File: src/rtl/nonogram_line_solver_if.sv
// Stream/board interface of the nonogram line-elimination engine.
// The option-FIFO side (master) drives words; the engine (slave) reports board state.
interface nonogram_line_solver_if #(
  parameter int SIZE  = 3,
  parameter int CNT_W = 7
);
  logic                              started;
  logic [SIZE-1:0]                   option;
  logic                              valid_op;
  logic                              ready;
  logic [2*SIZE-1:0][CNT_W-1:0]      old_options_amnt;
  logic [SIZE-1:0]                   out_option;
  logic                              put_back_to_FIFO;
  logic                              line_done;
  logic [CNT_W-1:0]                  new_options_amnt;
  logic [SIZE-1:0][SIZE-1:0]         known;
  logic [SIZE-1:0][SIZE-1:0]         assigned;
  logic                              solved;
  logic                              contradiction;

  modport master (
    output started, option, valid_op, old_options_amnt,
    input  ready, out_option, put_back_to_FIFO, line_done, new_options_amnt,
           known, assigned, solved, contradiction
  );

  modport slave (
    input  started, option, valid_op, old_options_amnt,
    output ready, out_option, put_back_to_FIFO, line_done, new_options_amnt,
           known, assigned, solved, contradiction
  );
endinterface

File: src/rtl/nonogram_line_solver.sv
// Nonogram line-elimination engine: filters one line's options against the known board,
// echoes survivors for re-queue and fixes cells common to every survivor.
module nonogram_line_solver #(
  parameter int SIZE  = 3,
  parameter int CNT_W = 7
) (
  input  logic                  clk,
  input  logic                  rst,
  nonogram_line_solver_if.slave bus
);
  localparam int NL    = 2 * SIZE;
  localparam int IDX_W = $clog2(NL);

  typedef enum logic [1:0] {IDLE, OPT, COMMIT} state_e;

  state_e                         state_q, state_d;
  logic [IDX_W-1:0]               line_q, line_d;
  logic [CNT_W-1:0]               rem_q, rem_d;
  logic [CNT_W-1:0]               surv_q, surv_d;
  logic [SIZE-1:0]                and_q, and_d;
  logic [SIZE-1:0]                or_q, or_d;
  logic [NL-1:0][CNT_W-1:0]       cnt_q, cnt_d;
  logic [SIZE-1:0][SIZE-1:0]      known_q, known_d;
  logic [SIZE-1:0][SIZE-1:0]      assigned_q, assigned_d;
  logic                           solved_q, solved_d;
  logic                           contra_q, contra_d;
  logic                           put_back_q, put_back_d;
  logic [SIZE-1:0]                out_option_q, out_option_d;
  logic                           line_done_q, line_done_d;
  logic [CNT_W-1:0]               new_amnt_q, new_amnt_d;

  logic                           ready;
  logic                           accept;
  logic [IDX_W-1:0]               idx;
  logic                           idx_ok;
  logic [CNT_W-1:0]               cnt_sel;
  logic [SIZE-1:0]                line_known;
  logic [SIZE-1:0]                line_asg;
  logic                           consistent;

  assign ready  = (state_q != COMMIT);
  assign accept = bus.valid_op & ready;
  assign idx    = bus.option[IDX_W-1:0];
  assign idx_ok = {1'b0, idx} < (IDX_W+1)'(NL);

  // Line view of the board in option-bit order: position i sits at bit SIZE-1-i.
  always_comb begin
    line_known = '0;
    line_asg   = '0;
    for (int r = 0; r < SIZE; r++) begin
      for (int c = 0; c < SIZE; c++) begin
        if (line_q == IDX_W'(r)) begin
          line_known[SIZE-1-c] = known_q[r][c];
          line_asg[SIZE-1-c]   = assigned_q[r][c];
        end
        if (line_q == IDX_W'(SIZE + c)) begin
          line_known[SIZE-1-r] = known_q[r][c];
          line_asg[SIZE-1-r]   = assigned_q[r][c];
        end
      end
    end
    consistent = (((bus.option ^ line_asg) & line_known) == '0);
  end

  // On started the fresh counts apply to the index taken in the same cycle.
  always_comb begin
    cnt_sel = '0;
    for (int l = 0; l < NL; l++)
      if (idx == IDX_W'(l))
        cnt_sel = bus.started ? bus.old_options_amnt[l] : cnt_q[l];
  end

  always_comb begin
    state_d      = state_q;
    line_d       = line_q;
    rem_d        = rem_q;
    surv_d       = surv_q;
    and_d        = and_q;
    or_d         = or_q;
    cnt_d        = cnt_q;
    known_d      = known_q;
    assigned_d   = assigned_q;
    solved_d     = &known_q;
    contra_d     = contra_q;
    put_back_d   = 1'b0;
    out_option_d = out_option_q;
    line_done_d  = 1'b0;
    new_amnt_d   = new_amnt_q;

    if (bus.started) begin
      cnt_d      = bus.old_options_amnt;
      known_d    = '0;
      assigned_d = '0;
      solved_d   = 1'b0;
      contra_d   = 1'b0;
      state_d    = IDLE;
      if (bus.valid_op && idx_ok) begin
        line_d  = idx;
        rem_d   = cnt_sel;
        and_d   = '1;
        or_d    = '0;
        surv_d  = '0;
        state_d = (cnt_sel == '0) ? COMMIT : OPT;
      end
    end else begin
      case (state_q)
        IDLE: begin
          if (accept && idx_ok) begin
            line_d  = idx;
            rem_d   = cnt_sel;
            and_d   = '1;
            or_d    = '0;
            surv_d  = '0;
            state_d = (cnt_sel == '0) ? COMMIT : OPT;
          end
        end
        OPT: begin
          if (accept) begin
            if (consistent) begin
              and_d        = and_q & bus.option;
              or_d         = or_q | bus.option;
              surv_d       = (surv_q == '1) ? surv_q : surv_q + 1'b1;
              put_back_d   = 1'b1;
              out_option_d = bus.option;
            end
            rem_d = rem_q - 1'b1;
            if (rem_q == CNT_W'(1)) state_d = COMMIT;
          end
        end
        COMMIT: begin
          // Only undecided cells are written; decided cells keep their value.
          for (int r = 0; r < SIZE; r++) begin
            for (int c = 0; c < SIZE; c++) begin
              if (surv_q != '0 && !known_q[r][c]) begin
                if (line_q == IDX_W'(r)) begin
                  if (and_q[SIZE-1-c]) begin
                    known_d[r][c] = 1'b1; assigned_d[r][c] = 1'b1;
                  end else if (!or_q[SIZE-1-c]) begin
                    known_d[r][c] = 1'b1; assigned_d[r][c] = 1'b0;
                  end
                end
                if (line_q == IDX_W'(SIZE + c)) begin
                  if (and_q[SIZE-1-r]) begin
                    known_d[r][c] = 1'b1; assigned_d[r][c] = 1'b1;
                  end else if (!or_q[SIZE-1-r]) begin
                    known_d[r][c] = 1'b1; assigned_d[r][c] = 1'b0;
                  end
                end
              end
            end
          end
          for (int l = 0; l < NL; l++)
            if (line_q == IDX_W'(l)) cnt_d[l] = surv_q;
          if (surv_q == '0) contra_d = 1'b1;
          line_done_d = 1'b1;
          new_amnt_d  = surv_q;
          state_d     = IDLE;
        end
        default: state_d = IDLE;
      endcase
    end
  end

  always_ff @(posedge clk) begin
    if (rst) begin
      state_q      <= IDLE;
      line_q       <= '0;
      rem_q        <= '0;
      surv_q       <= '0;
      and_q        <= '0;
      or_q         <= '0;
      cnt_q        <= '0;
      known_q      <= '0;
      assigned_q   <= '0;
      solved_q     <= 1'b0;
      contra_q     <= 1'b0;
      put_back_q   <= 1'b0;
      out_option_q <= '0;
      line_done_q  <= 1'b0;
      new_amnt_q   <= '0;
    end else begin
      state_q      <= state_d;
      line_q       <= line_d;
      rem_q        <= rem_d;
      surv_q       <= surv_d;
      and_q        <= and_d;
      or_q         <= or_d;
      cnt_q        <= cnt_d;
      known_q      <= known_d;
      assigned_q   <= assigned_d;
      solved_q     <= solved_d;
      contra_q     <= contra_d;
      put_back_q   <= put_back_d;
      out_option_q <= out_option_d;
      line_done_q  <= line_done_d;
      new_amnt_q   <= new_amnt_d;
    end
  end

  assign bus.ready            = ready;
  assign bus.out_option       = out_option_q;
  assign bus.put_back_to_FIFO = put_back_q;
  assign bus.line_done        = line_done_q;
  assign bus.new_options_amnt = new_amnt_q;
  assign bus.known            = known_q;
  assign bus.assigned         = assigned_q;
  assign bus.solved           = solved_q;
  assign bus.contradiction    = contra_q;
endmodule

File: src/flat_wrapper.sv
// flat-port wrapper written by rule: the top's interface ports become plain ports
module nonogram_line_solver_flat 
#(
  parameter int SIZE  = 3,
  parameter int CNT_W = 7
)
  (clk, rst, bus_started, bus_option, bus_valid_op, bus_old_options_amnt, bus_ready, bus_out_option, bus_put_back_to_FIFO, bus_line_done, bus_new_options_amnt, bus_known, bus_assigned, bus_solved, bus_contradiction);
  nonogram_line_solver_if #(.SIZE(SIZE), .CNT_W(CNT_W)) bus_i ();
  input  logic clk;
  input  logic rst;
  input wire logic [$bits(bus_i.started)-1:0] bus_started;
  input wire logic [$bits(bus_i.option)-1:0] bus_option;
  input wire logic [$bits(bus_i.valid_op)-1:0] bus_valid_op;
  input wire logic [$bits(bus_i.old_options_amnt)-1:0] bus_old_options_amnt;
  output wire logic [$bits(bus_i.ready)-1:0] bus_ready;
  output wire logic [$bits(bus_i.out_option)-1:0] bus_out_option;
  output wire logic [$bits(bus_i.put_back_to_FIFO)-1:0] bus_put_back_to_FIFO;
  output wire logic [$bits(bus_i.line_done)-1:0] bus_line_done;
  output wire logic [$bits(bus_i.new_options_amnt)-1:0] bus_new_options_amnt;
  output wire logic [$bits(bus_i.known)-1:0] bus_known;
  output wire logic [$bits(bus_i.assigned)-1:0] bus_assigned;
  output wire logic [$bits(bus_i.solved)-1:0] bus_solved;
  output wire logic [$bits(bus_i.contradiction)-1:0] bus_contradiction;
  assign bus_i.started = bus_started;
  assign bus_i.option = bus_option;
  assign bus_i.valid_op = bus_valid_op;
  assign bus_i.old_options_amnt = bus_old_options_amnt;
  assign bus_ready = bus_i.ready;
  assign bus_out_option = bus_i.out_option;
  assign bus_put_back_to_FIFO = bus_i.put_back_to_FIFO;
  assign bus_line_done = bus_i.line_done;
  assign bus_new_options_amnt = bus_i.new_options_amnt;
  assign bus_known = bus_i.known;
  assign bus_assigned = bus_i.assigned;
  assign bus_solved = bus_i.solved;
  assign bus_contradiction = bus_i.contradiction;
  nonogram_line_solver #(.SIZE(SIZE), .CNT_W(CNT_W)) u_core (.clk(clk), .rst(rst), .bus(bus_i));
endmodule
File: config.mk
export PLATFORM = sky130hd
export DESIGN_NAME = nonogram_line_solver_flat
export DESIGN_NICKNAME = d
export VERILOG_FILES = /design/src/rtl/nonogram_line_solver_if.sv /design/src/rtl/nonogram_line_solver.sv /design/src/flat_wrapper.sv
export SDC_FILE = /design/constraint.sdc
export NUM_CORES = 1
export LEC_CHECK = 0
export ABC_AREA = 1
export CAP_MARGIN = 15
export CORE_ASPECT_RATIO = 0.5
export CORE_MARGIN = 5
export CORE_UTILIZATION = 50
export CTS_CLUSTER_SIZE = 40
export DETAILED_ROUTE_END_ITERATION = 12
export HOLD_SLACK_MARGIN = 0.06
export PLACE_DENSITY = 0.74
export SYNTH_ARGS = -nofsm -noshare
export SYNTH_HDL_FRONTEND = slang
export SYNTH_SLANG_ARGS = --single-unit
File: constraint.sdc
create_clock -name clk -period 5.2 [get_ports clk]
set_input_delay 0.78 -clock clk [delete_from_list [all_inputs] [get_ports clk]]
set_output_delay 0.78 -clock clk [all_outputs]
set_load 0.02 [all_outputs]
== Word level (Yosys, flattened, before mapping) ==
Index checks and enable logic that the tools add are counted.

* $add $sub $neg: 2
* Order comparisons: 1
* Equal/unequal tests: 21
* Multiplexer cells: 201
* Bitwise logic cells: 8
* Reduce and logical (&&, ||, !) cells: 63

{| class="wikitable"
|+ Operators with widths
! operator !! count
|-
| $mux 7 || 28
|-
| $mux 1 || 146
|-
| $mux 42 || 2
|-
| $mux 3 || 14
|-
| $reduce_and 2->1 || 17
|-
| $pmux 7 s2 || 2
|-
| $reduce_bool 2->1 || 9
|-
| $logic_not 7->1 || 2
|-
| $eq 3x2->1 const B || 4
|-
| $eq 3x3->1 const B || 4
|-
| $mux 2 || 6
|-
| $ne 3x2->1 const B || 4
|-
| $pmux 3 s2 || 2
|-
| $logic_and 1x1->1 || 11
|-
| $logic_not 1->1 || 9
|-
| $logic_not 3->1 || 3
|-
| $reduce_and 9->1 || 1
|-
| $reduce_and 4->1 || 2
|-
| $add 7x1->7 const B || 1
|-
| $eq 7x1->1 const B || 1
|-
| $eq 7x7->1 const B || 1
|-
| $reduce_bool 7->1 || 1
|-
| $sub 7x1->7 const B || 1
|-
| $and 3x3->3 || 2
|-
| 19 further kinds || 23
|}

* Register bits after elaboration: 99
* Input port bits: 49
* Output and inout port bits: 33
* Logic and storage cells: 332

== Logic depth before layout (Yosys ltp) ==
Gate-level depths: netlist of run 1.

* Depth after elaboration: 14
* Mapped depth: 16
* Mapped depth without buffers: 15

== Worst setup path after synthesis of run 1 ==
OpenSTA, ideal clock, no wires.

* Path type: in2reg
* Start: input port bus_started
* End: register u_core.contra_q, in the netlist u_core.bus.contradiction
* Library setup time: 128 ps
* Data arrival time: 2159 ps
* Required time: 5072 ps
* Setup slack: 2913 ps
* Stages: 8
* Cell sequence: buf_2 > buf_2 > buf_1 > buf_2 > nor2_1 > clkinv_1 > clkbuf_1 > nor2_1

* Longest elaborated chain between the ends: 1

{| class="wikitable"
|+ Ends and longest elaborated chain
! element !! RTL line !! source
|-
| start: declaration || flat_wrapper.sv:11 || <nowiki>input wire logic [$bits(bus_i.started)-1:0] bus_started;</nowiki>
|-
| $reduce_or 2->1 (no line) || - ||
|-
| end signal: assignment || nonogram_line_solver.sv:192 || <nowiki>contra_q <= contra_d;</nowiki>
|-
| end: declaration || nonogram_line_solver.sv:26 || <nowiki>logic contra_q, contra_d;</nowiki>
|}

No other way between the ends.
A chain may end at the register's enable or synchronous reset.

== Worst setup path in the final report of run 1 ==
* Start: input port bus_option[1]
* End: register u_core.state_q[0]

* Longest elaborated chain between the ends: 12
* Elaborated cells between the ends (all ways): 23

{| class="wikitable"
|+ Ends and longest elaborated chain
! element !! RTL line !! source
|-
| start: declaration || flat_wrapper.sv:12 || <nowiki>input wire logic [$bits(bus_i.option)-1:0] bus_option;</nowiki>
|-
| $logic_not 3->1 || nonogram_line_solver.sv:69 || <nowiki>if (idx == IDX_W'(l))</nowiki>
|-
| $mux 7 (6 in a row) || nonogram_line_solver.sv:69 ||
|-
| $logic_not 7->1 || nonogram_line_solver.sv:103, nonogram_line_solver.sv:114 ||
|-
| $mux 2 || nonogram_line_solver.sv:103, nonogram_line_solver.sv:114 ||
|-
| $mux 2 || nonogram_line_solver.sv:108 || <nowiki>if (accept && idx_ok) begin</nowiki>
|-
| $pmux 2 s2 || nonogram_line_solver.sv:106 || <nowiki>case (state_q)</nowiki>
|-
| $mux 2 || nonogram_line_solver.sv:90 || <nowiki>if (bus.started) begin</nowiki>
|-
| end signal: assignment || nonogram_line_solver.sv:182 || <nowiki>state_q <= state_d;</nowiki>
|-
| end: declaration || nonogram_line_solver.sv:16 || <nowiki>state_e state_q, state_d;</nowiki>
|}

Parallel ways exist; a longest one is shown, timed or not. The select of a mux whose other input is x is not followed.

==> results of run 1 <==
## registers in the layout, summed over array words and instances, names as in the netlist, 7 cells and up
register                     flops
u_core.bus.assigned              9
u_core.bus.known                 9
u_core.surv_q                    7
u_core.cnt_q                    42
u_core.rem_q                     7
u_core.bus.new_options_amnt      7
## area by class of cell
class	instances	area (um2)
clock buffer	12	256
clock inverter	2	12.5
fill	1069	4250
inverter	88	333
multi-input combinational	640	3100
sequential	99	1980
tap	145	181
timing repair buffer	85	831
## final timing paths
kind                                                     start                             end  slack, ps  cells past startpoint
worst min-delay path            u_core.bus.new_options_amnt[1]  u_core.bus.new_options_amnt[1]        460                      2
worst max-delay path                             bus_option[1]               u_core.state_q[0]       2310                     12
worst min register to register  u_core.bus.new_options_amnt[1]  u_core.bus.new_options_amnt[1]        460                      2
worst max register to register               u_core.state_q[1]                 u_core.cnt_q[5]       2810                      7
## cells in the mapped netlist (all sizes together)
library cell / count / share of area (%)
a21oi: 84 / 7.7
a22o: 1 / 0.16
o311ai: 1 / 0.16
clkbuf: 20 / 1.3
a22oi: 2 / 0.27
o221ai: 1 / 0.16
dfxtp: 99 / 36
nand2: 278 / 19
o31ai: 2 / 0.27
a21boi: 2 / 0.27
inv: 86 / 5.8
o211ai: 12 / 1.7
nand3: 42 / 5.0
xor2: 1 / 0.16
o22ai: 3 / 0.34
a32oi: 1 / 0.16
a31oi: 32 / 3.6
o21ai: 53 / 4.8
clkinv: 2 / 0.13
buf: 14 / 1.5
nand3b: 1 / 0.13
a311oi: 4 / 0.63
nand4: 10 / 1.2
nor4: 2 / 0.22
nor3b: 1 / 0.13
nor2: 81 / 5.6
a211oi: 12 / 1.6
nor3: 8 / 0.99
ha: 4 / 0.90
a221oi: 2 / 0.31
## where the power goes
group	internal (mW)	switching (mW)	leakage, nW
Sequential	0.803	0.0407	0.810
Combinational	0.141	0.261	1.66
Clock	0.345	0.287	0.131
## per-stage QoR
step                      cells  area (um2)  hold slack (ps)
after global routing       1071        6690              485
after global placement     1057        6420              450
after detailed placement   1057        6420              455
after floorplan             861        5570              439
final                      1071        6690              460
after CTS                  1071        6690              465
## kinds of logic after synthesis
kind of cell    Yosys count  share of synthesized area, %
xor+xnor                  1                         0.157
compound gates          212                          22.1
simple gates            423                          32.4
buf+inv                 122                          8.81
fa+ha+maj                 4                         0.899
flops                    99                          35.6
## routing by layer
layer	vias to the layer above	wire length (um)	share of wire, %	global-route usage [%]
met5	-	0	0	0
met4	0	330	1.8	7.43
met3	37	1490	8.3	5.20
met2	325	7890	44	40.0
met1	2831	8140	46	35.5
li1	2978	-	-	-
## critical path: stages
cell,delay [ps]
sky130_fd_sc_hd__clkdlybuf4s50_1,600
sky130_fd_sc_hd__nor3_1,870
sky130_fd_sc_hd__nand2_1,110
sky130_fd_sc_hd__o211ai_1,190
sky130_fd_sc_hd__a21oi_1,70
sky130_fd_sc_hd__nand2_1,110
sky130_fd_sc_hd__nor2_1,60
sky130_fd_sc_hd__nand2_1,70
sky130_fd_sc_hd__nor2_1,50
sky130_fd_sc_hd__nand2_1,60
sky130_fd_sc_hd__nand2_1,40
sky130_fd_sc_hd__a21oi_1,130
## cell usage in the layout (no fill, tap or decap), types with 5 or more instances in the layout
| master | instances |
|---|---|
| sky130_fd_sc_hd__clkbuf_16 | 9 |
| sky130_fd_sc_hd__a21oi_1 | 82 |
| sky130_fd_sc_hd__a211oi_1 | 12 |
| sky130_fd_sc_hd__o21ai_1 | 8 |
| sky130_fd_sc_hd__inv_2 | 8 |
| sky130_fd_sc_hd__clkdlybuf4s50_1 | 79 |
| sky130_fd_sc_hd__dfxtp_1 | 99 |
| sky130_fd_sc_hd__o211ai_1 | 11 |
| sky130_fd_sc_hd__nand3_1 | 34 |
| sky130_fd_sc_hd__inv_1 | 77 |
| sky130_fd_sc_hd__nor3_1 | 5 |
| sky130_fd_sc_hd__nor2_1 | 79 |
| sky130_fd_sc_hd__nand4_1 | 9 |
| sky130_fd_sc_hd__o21ai_0 | 45 |
| sky130_fd_sc_hd__a31oi_1 | 32 |
| sky130_fd_sc_hd__nand2_1 | 275 |
==> results.txt, run 1 <==
The average wire per standard cell is 16.7 um. The via count of the first global-routing pass came to 5537. The number of detailed-route iterations in the first pass came out at 5.

The worst slew margin relative to its limit came out at 34.4%. In this run the core area contains 27 standard-cell rows. The total power consumption of the routed design is 1.88 mW. At the pin with the least slew margin, the transition time is slightly below 1000 ps. For this design, the CTS-stage hold fixing added 0 buffers.

The slack of the critical path is 2310 ps. The share of synthesized area occupied by flip-flops and latches came out at a little over a third. The worst setup path is captured at a register. The type of origin of the critical path is an input port.

The areal power density over the cells came out at between 200 and 300 nW/um2. The number of nets with antenna violations after routing is 0. TritonCTS built the clock tree. The area of the mapped netlist is roughly 5600 um2. The critical path is of the input port to register type.

The instance count of the mapped netlist came out at about 860. The pin count of the biggest net entering global routing is 63. The utilization after layout came out at roughly three fifths. The clock tree root buffer cell is sky130_fd_sc_hd__clkbuf_16. Setup repair after global routing left no endpoint under its margin. In the final design database the tool counted 976 nets.

The number of gates resized after cts is 0. The worst-case setup slack after placement is about 2100 ps. The count of maximum capacitance violations came out at 0. The vertical die dimension came out at around 85 um. The number of nets in the synthesized netlist is just over 900. For this block, the via count after detailed routing is roughly 6200.

The routed via count divided by cell count came out at ~5.8. The full die area is about 13000 um2. The total area inside the core boundary comes to 10900 um2.

Once the floorplan was initialized, standard cells occupied 50.9% of the core. The number of synthesis warnings came out at 0. The maximum achievable frequency is ~350 MHz.

TritonCTS created 9 clock buffers. The ratio of cells with drive above 1 in the final layout is a little over 5%. The final worst clock skew came out at 9.28 ps. The register bit count reported by yosys came out at between 90 and 100.

After synthesis, the netlist uses 46 different library cells. The global-route wire length before repair is roughly 28000 um. The average footprint of a synthesized cell came out at 6.47 um2. The number of hold-slack violations in the final timing report came out at 0. The clock period minus worst slack is between 2000 and 3000 ps.

The x dimension of the die is 159 um. 82 I/O pins were placed. The run finished with clean final reports. The initial DRC count is 771. The wire length after detailed routing is 17900 um. The final estimated routing congestion in global placement is 0.942. The residual overflow from global routing is 0. 0 antenna diodes ended up in the layout. The maximum fanout count along the critical path came out at 9. The type of the worst min-delay path is register to register. The leakage component of the power is approximately 2.6 nW. The area growth from synthesis to layout is 20.2%. The number of buffers on the longest clock path came out at 2. The number of H-tree levels is 3. Clock latency on the worst-skew pair, taken at its later pin, is roughly 350 ps.

STA puts the critical path data arrival time at ~3200 ps. VDD sags by at most 0.000146 V. The number of input and output port buffers inserted is approximately 80. The number of buffers inserted by post-CTS setup repair came out at 0. The total routing resource utilization after global routing is between 20 and 30%. The final setup violation count is 0.

At the worst endpoint, the required time is approximately 5500 ps. The number of antenna violations at the first check in global routing is 0. The total negative setup slack came out at 0 ps. The number of max-slew violations in the final report is 0. After legalization and detailed placement, the total HPWL measured 12800 um.

After clock tree synthesis, the clock-pin slew on the worst setup and hold paths is ~70 ps. The detailed-route DRC error count is 0. The tree built by TritonCTS fans out to 99 sinks. The final clock period utilization by the worst path came out at between 50% and 60%.
No activity file was read; power rests on OpenSTA's default activity.
==> run 2, diff against run 1 <==
--- a/config.mk
+++ b/config.mk
@@ -13,7 +13,7 @@
 export CTS_CLUSTER_SIZE = 40
 export DETAILED_ROUTE_END_ITERATION = 12
 export HOLD_SLACK_MARGIN = 0.06
-export PLACE_DENSITY = 0.74
+export PLACE_DENSITY = 0.77
 export SYNTH_ARGS = -nofsm -noshare
 export SYNTH_HDL_FRONTEND = slang
 export SYNTH_SLANG_ARGS = --single-unit
==> constraint.sdc (replaced) <==
create_clock -name clk -period 2.4 [get_ports clk]
set_input_delay 0.36 -clock clk [delete_from_list [all_inputs] [get_ports clk]]
set_output_delay 0.36 -clock clk [all_outputs]
set_load 0.02 [all_outputs]
==> results.txt, run 2 (same netlist as run 1, synthesis figures left out) <==
The clock period minus worst slack is 2230 ps. The relative contribution of sequential cells to total power came out at 43.1%. The fill cell instance count of the final layout came out at between 1000 and 1500. The first global-routing pass estimated 28900 um of wire. The library cell used most frequently in the layout, excluding fill and tap cells, is sky130_fd_sc_hd__nand2_1. The sum of net half-perimeters after detailed placement is approximately 13000 um.

The residual overflow from global routing came out at 0. Overall power consumption after layout is estimated at 4.24 mW. The wire length after detailed routing came out at between 15000 and 20000 um. Timing would allow up to 448 MHz. After clock tree synthesis, the flow added hold-fix buffers numbering 0. The clock slew seen by the registers of the worst setup and hold paths is ~70 ps. The final clock period utilization by the worst path came out at slightly above 90%. The average wire per standard cell is roughly 16 um. The utilization after layout came out at between 60% and 70%. TritonCTS built the clock tree. The final antenna diode count is 0. The placed cell area came out at about 6600 um2. The number of antenna violations at the first check in global routing is 0. The run finished with clean final reports. The final worst hold slack is 278 ps.

The measured slew at the worst slew-check pin came out at around 860 ps. The slack of the critical path is about 170 ps. The number of placement rows came out at 27. In the layout the commonest cells are 275 x sky130_fd_sc_hd__nand2_1, 99 x sky130_fd_sc_hd__dfxtp_1, 82 x sky130_fd_sc_hd__a21oi_1. The critical path class is register to register. The part of the total power dissipated in the clock network came out at between 30% and 40%. The initial DRC count is roughly 690. The number of max-slew violations in the final report came out at 0. The final worst clock skew came out at approximately 8.5 ps.

The number of buffers on the longest clock path came out at 2. The number of instances in the placed design is 1082. Max-cap violations in this run came to 0.

The detailed-route DRC error count came out at 0. Setup repair after global routing left no endpoint under its margin. The routed via count divided by cell count is ~5.7. The floorplan core area came out at 10900 um2. The power dissipated by switching net loads is 1.28 mW. The total negative setup slack came out at 0 ps. The highest ir drop seen on vdd is roughly 0.00031 V. The pin count of the biggest net entering global routing is 57. The areal power density over the cells is between 600 and 700 nW/um2. The register bank with the most flops is u_core.cnt_q. The required time at the worst-slack endpoint came out at ~2700 ps. Setup violations remaining at the end of the flow were counted as 0. Headroom to the max-slew limit came out at 42.2%. The min-delay analysis places its worst path in the category input port to register.

The number of vias after detailed routing is approximately 6200. The clock tree root buffer cell is sky130_fd_sc_hd__clkbuf_16. In this run the remaining antenna-violating nets after routing total 0. The source-to-sink clock delay at the later pin of the worst-skew pair came out at about 350 ps. The final estimated routing congestion in global placement came out at about 0.97. From synthesis to final layout, the design area changed by 24.4%. The number of detailed-route iterations in the first pass is 6. The maximum fanout count along the critical path is 14. The final-stage net count is 1001. The via count of the first global-routing pass was around 5700. The total routing resource utilization after global routing is between 20% and 30%. The final instance count without filler cells is about 1100. STA classifies the critical path endpoint as a register.

In this run the tool buffered the top-level ports with 81 buffer cells. The number of flip-flops in the largest register came out at 42. The x dimension of the die is between 150 and 200 um.

The effective utilization at floorplan is 50.9%. The number of H-tree levels is 3. Of the total power, combinational logic draws 21.4%.

The type of origin of the critical path is a register. The vertical die dimension is roughly 85 um. The number of sinks handled by clock tree synthesis is just under 100.

The worst-case setup slack after placement is -66.5 ps. The full die area came out at between 10000 and 15000 um2. The leakage component of the power is about 2.7 nW.

Data on the critical path arrives at its endpoint at 2510 ps. The switching share of total power is 30.3%. The number of I/O pins came out at 82.

The internal power component is approximately 3.0 mW. The final standard cell area without fillers came out at about 6900 um2. The number of hold-slack violations in the final timing report came to 0.

The CTS buffer count is 9. The ratio of cells with drive above 1 in the final layout came out at under 10%.
[run 2: cell types whose count changed in the layout (fill, tap and decap cells not counted), sizes merged]
cell	delta
buf	+25
bufinv	+1
clkinvlp	-1
[run 2: final cells by class]
type | instances | area [um2] | area share (%)
Clock buffer | 12 | 267 | 3.85
Clock inverter | 2 | 35.0 | 0.506
Inverter | 88 | 333 | 4.80
Multi-Input combinational cell | 640 | 3100 | 44.7
Sequential cell | 99 | 1980 | 28.6
Tap cell | 145 | 181 | 2.62
Timing Repair Buffer | 110 | 1030 | 14.9
[run 2: per-layer routing]
layer | vias up | GRT usage [%] | wire length (um)
met1 | 2849 | 36.3 | 7910
met5 | - | 0 | 0
met2 | 311 | 40.8 | 7680
li1 | 3031 | - | -
met3 | 37 | 4.90 | 1630
met4 | 0 | 7.82 | 393
[run 2: path summary, 6_finish.rpt]
check / startpoint / endpoint / slack [ps] / cells after the start
worst max-delay path: u_core.line_q[0] / u_core.and_q[1] / 170 / 12
worst min-delay path: rst / u_core.surv_q[2] / 280 / 2
worst max register to register: u_core.line_q[0] / u_core.and_q[1] / 170 / 12
worst min register to register: u_core.bus.out_option[0] / u_core.bus.out_option[0] / 470 / 2
[run 2: power groups by stage]
| stage | Combinational [mW] | Clock [mW] | Sequential, mW |
|---|---|---|---|
| 2_1_floorplan | 0.572 | 0 | 1.85 |
| 3_3_place_gp | 0.875 | 0 | 1.86 |
| 3_5_place_dp | 0.886 | 0 | 1.86 |
| 4_1_cts | 0.893 | 1.51 | 1.83 |
| 5_1_grt | 0.999 | 1.60 | 1.84 |
| 6_report | 0.909 | 1.50 | 1.83 |
[run 2: timing repair]
action / in CTS / in global routing
setup endpoints to repair: 0 / 1
gates resized for setup: 0 / 1
buffers inserted: 0 / 0
[run 2: worst max-delay path, stage by stage (launching register included)]
cell                       delay (ps)
sky130_fd_sc_hd__dfxtp_1          610
sky130_fd_sc_hd__nand2_1          160
sky130_fd_sc_hd__nor2_2           240
sky130_fd_sc_hd__nand2_1          120
sky130_fd_sc_hd__o211ai_2          90
sky130_fd_sc_hd__nor2_1            50
sky130_fd_sc_hd__nor2_1           130
sky130_fd_sc_hd__nand3_1          140
sky130_fd_sc_hd__nand3_4          140
sky130_fd_sc_hd__nand2_4          130
sky130_fd_sc_hd__nand2_1          130
sky130_fd_sc_hd__nand2_1           70
sky130_fd_sc_hd__a21oi_1          150
==> edit, RTL diff (flow settings as in run 2) <==
The 3 states of `state_e` get a one-hot encoding in 3 bits.
--- a/src/rtl/nonogram_line_solver.sv
+++ b/src/rtl/nonogram_line_solver.sv
@@ -11,7 +11,7 @@
   localparam int NL    = 2 * SIZE;
   localparam int IDX_W = $clog2(NL);
 
-  typedef enum logic [1:0] {IDLE, OPT, COMMIT} state_e;
+  typedef enum logic [2:0] {IDLE = 3'b001, OPT = 3'b010, COMMIT = 3'b100} state_e;
 
   state_e                         state_q, state_d;
   logic [IDX_W-1:0]               line_q, line_d;
Function: no difference found for any inputs over 4 cycles, from zero or initial values and one cycle with rst high; so few cycles prove little.
==> edit against run 2 <==
Sequential cell count rose by 1. Worst hold slack got worse by 6.8 ps. Count of clock-buffer cells in the layout fell by 2. Cell area rose by 1.6%. Synthesized area fell by 0.34%. Core utilization rose by 1.2 points. Power rose by 2.6%. Routed wire length rose by 3.5%. Worst setup slack got worse by 15 ps. Critical path type unchanged. Largest cell class unchanged. Largest power group unchanged.
==> edit: results (changes against run 2) <==
Area Growth Syn to Fin: 26.8%
H-Tree Level Count: 3 (unchanged)
Port bufs: 81 (unchanged)
Skew-Pair Late Insertion Delay: 350 ps (about the same)
Share of cells above drive strength 1: 9.37% (+1.5 points)
Most frequent cells after synthesis: nand2_1 (291), dfxtp_1 (100), inv_1 (78)
Diode count: 0 (unchanged)
Initial antenna violation count: 0 (unchanged)
WL/cell: 16.3 um (+1.7%)
Vias in the first global route: 5676 (-0.30%)
CTS root buf: clkbuf_16
Crit path DAT: 2480 ps (-30 ps)
Num CTS Buffers: 9 (unchanged)
Register area share after synthesis: 36.1% (+0.48 points)
Synth area leaders: dfxtp_1 (36%), nand2_1 (20%), a21oi_1 (6.1%)
Detail Placement HPWL: 13200 um (+2.9%)
Post-synthesis async set-or-reset flop share: 0% (unchanged)
Placed insts: 1098 (+1.5%)
Nets: 1019 (+1.8%)
Internal power: 3010 uW (+1.8%)
CTS Buffer Depth: 2 (unchanged)
Clock transition at path regs: 70 ps (about the same)
Status: finished, final reports clean
Largest Register: u_core.cnt_q
Synth Warn #: 0 (unchanged)
Clk. pwr: 1570 uW (+5%)
Main flop type after synthesis: dfxtp_1
Slew @ Worst Pin: 797 ps (-63.7 ps)
Total track usage: 26.1% (+0.15 points)
Psw: 1340 uW (+4.5%)
Dpl ws: -81.5 ps (-15.0 ps)
Post-Syn Nets: 921 (+0.77%)
Synth Instances: 868 (+0.81%)
Fill cells: 1028 (+0.69%)
DR pass1 iterations: 6 (unchanged)
Placer congestion estimate: 0.979 (+0.55%)
Routed WL: 18200 um (+3.5%)
Clk_skew: 9.33 ps (+0.801 ps)
Number of distinct library cells after synthesis: 38 (-17%)
DR iter-0 viols: 667 (-3.2%)
LEAKAGE: 0.00279 uW (+1.7%)
Wire length of the first global-routing pass: 28800 um (about the same)
Tightest Hold Check Type: in2reg
Post-DP Area: 6660 sq um (+0.59%)
Flop+latch power: 1860 uW
Max FFs per register: 42 (unchanged)
Largest net degree at the start of global routing: 55 (-3.5%)
Max IR drop VDD: 0.358 mV (+14%)
Via/cell ratio: 5.65 (-0.61%)
Critical Path Fanout Max: 9 (-5)
[edit: changes by cell type after synthesis, sizes merged, moves of 4 or more]
cell and change:
nor2 -10, nor3 +11, buf +5, clkbuf -6, a21oi -16, nand2 +19, o211ai -12, nor3b +4
a31oi +7
[edit: final timing paths]
kind | startpoint | end | slack, ps | cells after the start
worst max register to register | u_core.line_q[1] | u_core.bus.out_option[2] | 150 | 13
worst min-delay path | rst | u_core.bus.new_options_amnt[6] | 270 | 2
worst min register to register | u_core.cnt_q[39] | u_core.cnt_q[39] | 470 | 2
worst max-delay path | u_core.line_q[1] | u_core.bus.out_option[2] | 150 | 13
[edit: cell families after synthesis]
logic type | Yosys count | share of synthesized area (%)
flip-flops | 100 | 36.1
XOR/XNOR | 3 | 0.474
adder cells (fa/ha/maj) | 4 | 0.902
AND/OR/NAND/NOR | 450 | 34.1
buffers and inverters | 119 | 8.70
AO/OA/AOI/OAI | 192 | 19.8
[edit: worst max-delay path, stage by stage, from the launching register on]
cell and delay, ps:
dfxtp_2 380, nor2_2 260, nand2_2 220, nand2_2 170, nand2_1 70, nand3_1 90, nand2_1 100, nand2_1 70
nand2_1 50, nand3_1 110, nand3_1 120, nand3b_4 220, nor2_1 210, nor2_1 70
[edit: layout make-up]
cell class | count | share of cell area [%]
repair buffers | 120 | 15.7
clock buffers | 10 | 3.25
clock inverters | 6 | 1.26
flip-flops and latches | 100 | 28.5
inverters | 86 | 4.64
multi-input cells | 649 | 44.0
well taps | 145 | 2.58
[edit: what timing repair did]
item	in CTS	in global routing
hold buffers	0	0
resized for setup	0	12
setup buffers	0	2
endpoints found under the setup margin	0	13
[edit: metal layers]
layer,global-route usage [%],routed length [um]
met4,5.96,289
met2,40.8,7940
met5,0,0
met1,37.1,8160
met3,5.49,1860
